File: src/rtl/piso_serial_tx_if.sv
// ---------------------------------------------------------------------------
// piso_serial_tx_if
//   Handshake and line bundle between a word producer and piso_serial_tx.
//
//   Handshake rule: a word moves when valid=1 and ready=1 at the same rising
//   clock edge. The producer may raise valid at any time. The transmitter only
//   raises ready while idle. din is sampled only at that edge.
//
//   Signals
//     din    producer -> tx   WIDTH  parallel word
//     valid  producer -> tx   1      din is offered
//     ready  tx -> producer   1      transmitter idle, able to accept
//     sout   tx -> line       1      serial line, idles high
//     busy   tx -> observer   1      frame in progress (always ~ready)
//     done   tx -> observer   1      one-cycle pulse when a frame completes
//
//   Modports
//     master : the word producer / line observer
//     slave  : the transmitter
// ---------------------------------------------------------------------------
interface piso_serial_tx_if #(
    parameter int WIDTH = 8
);
    logic [WIDTH-1:0] din;
    logic             valid;
    logic             ready;
    logic             sout;
    logic             busy;
    logic             done;

    modport master (
        output din,
        output valid,
        input  ready,
        input  sout,
        input  busy,
        input  done
    );

    modport slave (
        input  din,
        input  valid,
        output ready,
        output sout,
        output busy,
        output done
    );
endinterface

File: src/rtl/piso_serial_tx.sv
// ---------------------------------------------------------------------------
// piso_serial_tx
//   Parallel-in / serial-out frame transmitter. A WIDTH-bit word accepted on
//   the valid/ready handshake of the bus interface is sent as
//       start bit (0), data LSB first, [even parity], stop bit (1)
//   with every bit held on sout for DIV clock cycles. The line idles high.
//
//   Optional feature macro: PISO_TX_PARITY_EN
//     defined   : a PARITY bit (XOR of the latched word) is sent between the
//                 last data bit and the stop bit.
//     undefined : DATA goes straight to STOP.
//
//   Parameters
//     WIDTH  data bits per frame (>=1)
//     DIV    clock cycles per serial bit (>=1)
//
//   Ports
//     clk        in   1      rising-edge clock
//     rst        in   1      asynchronous, active-low reset
//     bus        slave modport of piso_serial_tx_if (din/valid/ready/
//                sout/busy/done)
//     dbg_state  out  3      current FSM state encoding, for observation
//
//   All outputs come straight from flops. The next-state process computes
//   the next value of every register, including the outputs, so sout/ready/
//   busy/done change exactly on the edge where the state changes.
// ---------------------------------------------------------------------------
module piso_serial_tx #(
    parameter int WIDTH = 8,
    parameter int DIV   = 4
) (
    input  logic                 clk,
    input  logic                 rst,
    piso_serial_tx_if.slave      bus,
    output logic [2:0]           dbg_state
);

    typedef enum logic [2:0] {
        S_IDLE   = 3'd0,
        S_START  = 3'd1,
        S_DATA   = 3'd2,
        S_PARITY = 3'd3,
        S_STOP   = 3'd4
    } state_t;

    // Counter widths stay at least one bit so DIV=1 / WIDTH=1 remain legal.
    localparam int DCW = (DIV   > 1) ? $clog2(DIV)   : 1;
    localparam int BCW = (WIDTH > 1) ? $clog2(WIDTH) : 1;

    localparam logic [DCW-1:0] DIV_LAST = DCW'(DIV - 1);
    localparam logic [BCW-1:0] BIT_LAST = BCW'(WIDTH - 1);

    state_t           state_q, state_n;
    logic [DCW-1:0]   div_q,   div_n;
    logic [BCW-1:0]   bit_q,   bit_n;
    logic [WIDTH-1:0] sh_q,    sh_n;
    logic             sout_q,  sout_n;
    logic             ready_q, ready_n;
    logic             busy_q,  busy_n;
    logic             done_q,  done_n;

`ifdef PISO_TX_PARITY_EN
    logic             par_q,   par_n;
`endif

    // Last cycle of the current bit period.
    logic             bit_end;
    logic [WIDTH-1:0] sh_shifted;

    assign bit_end    = (div_q == DIV_LAST);
    assign sh_shifted = sh_q >> 1;

    // -----------------------------------------------------------------------
    // State and datapath registers
    // -----------------------------------------------------------------------
    always_ff @(posedge clk or negedge rst) begin
        if (!rst) begin
            state_q <= S_IDLE;
            div_q   <= '0;
            bit_q   <= '0;
            sh_q    <= '0;
            sout_q  <= 1'b1;
            ready_q <= 1'b1;
            busy_q  <= 1'b0;
            done_q  <= 1'b0;
`ifdef PISO_TX_PARITY_EN
            par_q   <= 1'b0;
`endif
        end else begin
            state_q <= state_n;
            div_q   <= div_n;
            bit_q   <= bit_n;
            sh_q    <= sh_n;
            sout_q  <= sout_n;
            ready_q <= ready_n;
            busy_q  <= busy_n;
            done_q  <= done_n;
`ifdef PISO_TX_PARITY_EN
            par_q   <= par_n;
`endif
        end
    end

    // -----------------------------------------------------------------------
    // Next-state and next-output logic
    //   sout_n is the value for the bit period that begins at the next edge,
    //   so at each period boundary it is loaded with the upcoming bit.
    // -----------------------------------------------------------------------
    always_comb begin
        state_n = state_q;
        div_n   = div_q;
        bit_n   = bit_q;
        sh_n    = sh_q;
        sout_n  = sout_q;
        done_n  = 1'b0;
`ifdef PISO_TX_PARITY_EN
        par_n   = par_q;
`endif

        unique case (state_q)
            S_IDLE: begin
                sout_n = 1'b1;
                if (bus.valid && ready_q) begin
                    sh_n    = bus.din;
`ifdef PISO_TX_PARITY_EN
                    par_n   = ^bus.din;
`endif
                    div_n   = '0;
                    bit_n   = '0;
                    sout_n  = 1'b0;
                    state_n = S_START;
                end
            end

            S_START: begin
                if (bit_end) begin
                    div_n   = '0;
                    sout_n  = sh_q[0];
                    state_n = S_DATA;
                end else begin
                    div_n = div_q + DCW'(1);
                end
            end

            S_DATA: begin
                if (bit_end) begin
                    div_n = '0;
                    sh_n  = sh_shifted;
                    if (bit_q == BIT_LAST) begin
                        bit_n   = '0;
`ifdef PISO_TX_PARITY_EN
                        sout_n  = par_q;
                        state_n = S_PARITY;
`else
                        sout_n  = 1'b1;
                        state_n = S_STOP;
`endif
                    end else begin
                        bit_n  = bit_q + BCW'(1);
                        sout_n = sh_shifted[0];
                    end
                end else begin
                    div_n = div_q + DCW'(1);
                end
            end

`ifdef PISO_TX_PARITY_EN
            S_PARITY: begin
                if (bit_end) begin
                    div_n   = '0;
                    sout_n  = 1'b1;
                    state_n = S_STOP;
                end else begin
                    div_n = div_q + DCW'(1);
                end
            end
`endif

            S_STOP: begin
                if (bit_end) begin
                    div_n   = '0;
                    sout_n  = 1'b1;
                    done_n  = 1'b1;
                    state_n = S_IDLE;
                end else begin
                    div_n = div_q + DCW'(1);
                end
            end

            default: begin
                // Unreachable encodings fall back to a clean idle line.
                div_n   = '0;
                bit_n   = '0;
                sout_n  = 1'b1;
                state_n = S_IDLE;
            end
        endcase

        // ready/busy are registered decodes of the next state, keeping
        // busy == ~ready and done only ever asserted with ready.
        ready_n = (state_n == S_IDLE);
        busy_n  = ~ready_n;
    end

    assign bus.sout  = sout_q;
    assign bus.ready = ready_q;
    assign bus.busy  = busy_q;
    assign bus.done  = done_q;
    assign dbg_state = state_q;

endmodule

File: src/flat_wrapper.sv
// flat-port wrapper written by rule: the top's interface ports become plain ports
module piso_serial_tx_flat 
#(
    parameter int WIDTH = 8,
    parameter int DIV   = 4
)
  (clk, rst, dbg_state, bus_din, bus_valid, bus_ready, bus_sout, bus_busy, bus_done);
  piso_serial_tx_if #(.WIDTH(WIDTH)) bus_i ();
  input  logic clk;
  input  logic rst;
  output logic [2:0] dbg_state;
  input wire logic [$bits(bus_i.din)-1:0] bus_din;
  input wire logic [$bits(bus_i.valid)-1:0] bus_valid;
  output wire logic [$bits(bus_i.ready)-1:0] bus_ready;
  output wire logic [$bits(bus_i.sout)-1:0] bus_sout;
  output wire logic [$bits(bus_i.busy)-1:0] bus_busy;
  output wire logic [$bits(bus_i.done)-1:0] bus_done;
  assign bus_i.din = bus_din;
  assign bus_i.valid = bus_valid;
  assign bus_ready = bus_i.ready;
  assign bus_sout = bus_i.sout;
  assign bus_busy = bus_i.busy;
  assign bus_done = bus_i.done;
  piso_serial_tx #(.WIDTH(WIDTH), .DIV(DIV)) u_core (.clk(clk), .rst(rst), .bus(bus_i), .dbg_state(dbg_state));
endmodule
File: config.mk
export PLATFORM = sky130hd
export DESIGN_NAME = piso_serial_tx_flat
export DESIGN_NICKNAME = d
export VERILOG_FILES = /design/src/rtl/piso_serial_tx_if.sv /design/src/rtl/piso_serial_tx.sv /design/src/flat_wrapper.sv
export SDC_FILE = /design/constraint.sdc
export NUM_CORES = 1
export LEC_CHECK = 0
export ABC_AREA = 1
export CAP_MARGIN = 40
export CORE_UTILIZATION = 50
export DETAILED_ROUTE_END_ITERATION = 6
export PLACE_DENSITY = 0.75
export SYNTH_ARGS = -nofsm -noshare
export SYNTH_HDL_FRONTEND = slang
export SYNTH_SLANG_ARGS = --single-unit
File: constraint.sdc
create_clock -name clk -period 1.7 [get_ports clk]
set_clock_uncertainty 0.15 [all_clocks]
set_input_delay 0.255 -clock clk [delete_from_list [all_inputs] [get_ports clk]]
set_output_delay 0.255 -clock clk [all_outputs]
set_load 0.02 [all_outputs]
==> impl_metrics.tcl <==
set metrics [dict create \
    clk_pin_slew_ps 120 \
    clock_latency_ps 300 \
    crit_family "buffers and inverters" \
    peakVddDrop_mv 1.28 \
    drt-total-wl_um 2000 \
    first_iter_violations 16 \
    cap_viol_max_count 0 \
    netlist_instances 127 \
    drive_gt1_share_pct 22.8 \
    syn-cell-area_um2 1110 \
    core_region_area_um2 2020 \
    seq_area_frac_synth_pct 45.1 \
    min_period_ps 1650 \
    cts.sinks 20 \
    cts_tree "yes" \
    cellPowerDensity_nw_per_um2 1660 \
    vias 879 \
    cp-end-kind "primary output" \
    critical_path_class "register to primary output" \
    grt_pass1_wl_um 3420 \
    dieHeight_um 49.2 \
    rsz0062_at_grt "no" \
    yosys_warnings 0 \
    routedWlPerCell_um 11.4 \
    grt_pass1_vias 790 \
    worst-path-buf-inv 1 \
    dr_wl_met3_um 103 \
    overflow 0 \
    viasPerCell 4.99 \
    slew_viol_final 0 \
    tightest_slew_ps 251 \
    htreeDepth 1 \
    die-area_um2 2420 \
    path_max_fanout 1 \
    synth_cell_type_count 21 \
    top_layer "met4" \
    dr.pass1.iters 4 \
    fmax_mhz 606 \
    dpl.hpwl_um 1510 \
    slew-limit-headroom_pct 83.3 \
    grt_max_degree 21 \
    hold_path_class "input port to asynchronous set/reset pin" \
    cts_made_buffers 3 \
    gp_congestion 0.860 \
    p_leak_nw 0.748 \
    fin_setup_tns_ps 0 \
    path_cells "clkdlybuf4s50_1" \
    fill_cells 164 \
    die_w_um 49.2 \
    syn_to_final_growth_pct 22.8 \
    finalSetupViolations 0 \
    drc 0 \
    wl_met2_um 920 \
    grt_antenna_before_repair 0 \
    power_w 0.00227 \
    pre_cts_slack_ps 120 \
    clk_path_buf_depth 2 \
    grt_util_all_layers_pct 18.3 \
    syn_area_per_cell_um2 8.78 \
    nets 164 \
    cts-root-buf "clkbuf_4" \
    row_count 16 \
    syn_nets 141 \
    hold_viol 0 \
    ys_seq_elements 20 \
    ioPinCount 18 \
    insertedDiodeCount 0 \
    required_ps 1290 \
    setup_ws_ps 51.0 \
    port_buffers 17 \
    critPathArrivalTime_ps 1240 \
    wl_met1_um 932 \
    period_share_pct 97.0 \
    slowest_stage "clkdlybuf4s50_1" \
    initial_core_util_pct 55.1 \
    status "completed" \
    ant_nets 0 \
    slowest_delay_ps 600 \
    postCtsSetupBuffers 0 \
    cp-start-kind "register" \
]
## layout by cell type, fill, tap and decap left out, types with 4 or more instances in the layout
cell type and count:
dfrtp_1 17, nand2_1 32, clkdlybuf4s50_1 11, dlygate4sd2_1 4, o21ai_0 6, o21ai_2 8
inv_1 19, nand2_2 5, nand3_1 15
## repair_timing
item,in CTS,in global routing
setup endpoints to repair,4,5
hold buffers,0,0
gates resized for setup,5,4
endpoints found under the hold margin,0,0
gates cloned,0,0
## cells by family after synthesis
family | count (synthesis) | synth area share (%)
adders and majority gates | 3 | 3.37
buffers and inverters | 22 | 9.76
DFF | 20 | 45.1
and+or+nand+nor | 64 | 30.0
AOI/OAI and AO/OA | 18 | 11.8
## report_power, final
group	internal (W)	switching, W	total (W)	leakage (nW)
Clock	0.000238	0.000143	0.000381	0.0279
Sequential	0.000683	0.000110	0.000793	0.251
Combinational	0.000409	0.000691	0.00110	0.469
## layer usage
| layer | GRT usage [%] | vias up |
|---|---|---|
| met5 | 0 | - |
| met1 | 24.7 | 393 |
| met4 | 7.35 | 0 |
| li1 | - | 451 |
| met2 | 29.7 | 29 |
| met3 | 1.87 | 6 |
## stage by stage
| step | cells | cell area [µm²] | hold slack [ps] | util, % |
|---|---|---|---|---|
| after floorplan | 127 | 1110 | -191 | - |
| final | 176 | 1370 | 124 | 67.7 |
| after detailed placement | 172 | 1310 | 327 | 64.8 |
| after global placement | 172 | 1310 | 319 | 64.8 |
| after CTS | 176 | 1360 | 127 | 67.2 |
| after global routing | 176 | 1370 | 143 | 67.7 |
## Yosys cell counts
master   count  share of area (%)
nand2_1     32                 11
inv_1       19                6.4
dfrtp_1     18                 40
nand3_1     15                6.7
o21ai_2      8                6.3
o21ai_0      6                2.7
nand2_2      5                2.8
ha_1         3                3.4
nand2_4      3                3.0
nor2_1       3                1.0
dfstp_2      2                4.7
nand4_1      2                1.1
nor2_4       2                2.0
o21ai_1      2               0.90
a21oi_1      1               0.45
buf_12       1                1.8
buf_6        1                1.0
inv_4        1               0.56
nand4_4      1                1.9
o21ai_4      1                1.5
or2_2        1               0.56
## registers in the layout, indices dropped and copies added (netlist names)
name              cells
u_core.bit_q          3
u_core.bus.busy       1
u_core.bus.done       1
u_core.bus.ready      1
u_core.bus.sout       1
u_core.dbg_state      3
u_core.div_q          2
u_core.sh_q           8
## final timing paths
check,cells past startpoint,slack [ps],end,from
min in group clk,2,350,u_core.bus.sout,u_core.bus.sout
hold reg to reg,2,350,u_core.bus.sout,u_core.bus.sout
hold / removal,2,120,u_core.div_q[0],rst
max in group asynchronous,2,1010,u_core.bus.ready,rst
setup reg to reg,6,130,u_core.bit_q[0],u_core.bit_q[0]
setup / recovery,1,50,bus_busy,u_core.bus.busy
## cell type report
type	count	area (µm²)	area share [%]
Multi-Input combinational cell	85	508	37.1
Clock inverter	1	30.0	2.19
Sequential cell	20	504	36.8
Tap cell	27	33.8	2.47
Clock buffer	3	22.5	1.65
Timing Repair Buffer	20	193	14.1
Inverter	20	77.6	5.67
Note: power is estimated with default switching activity, not from simulation.
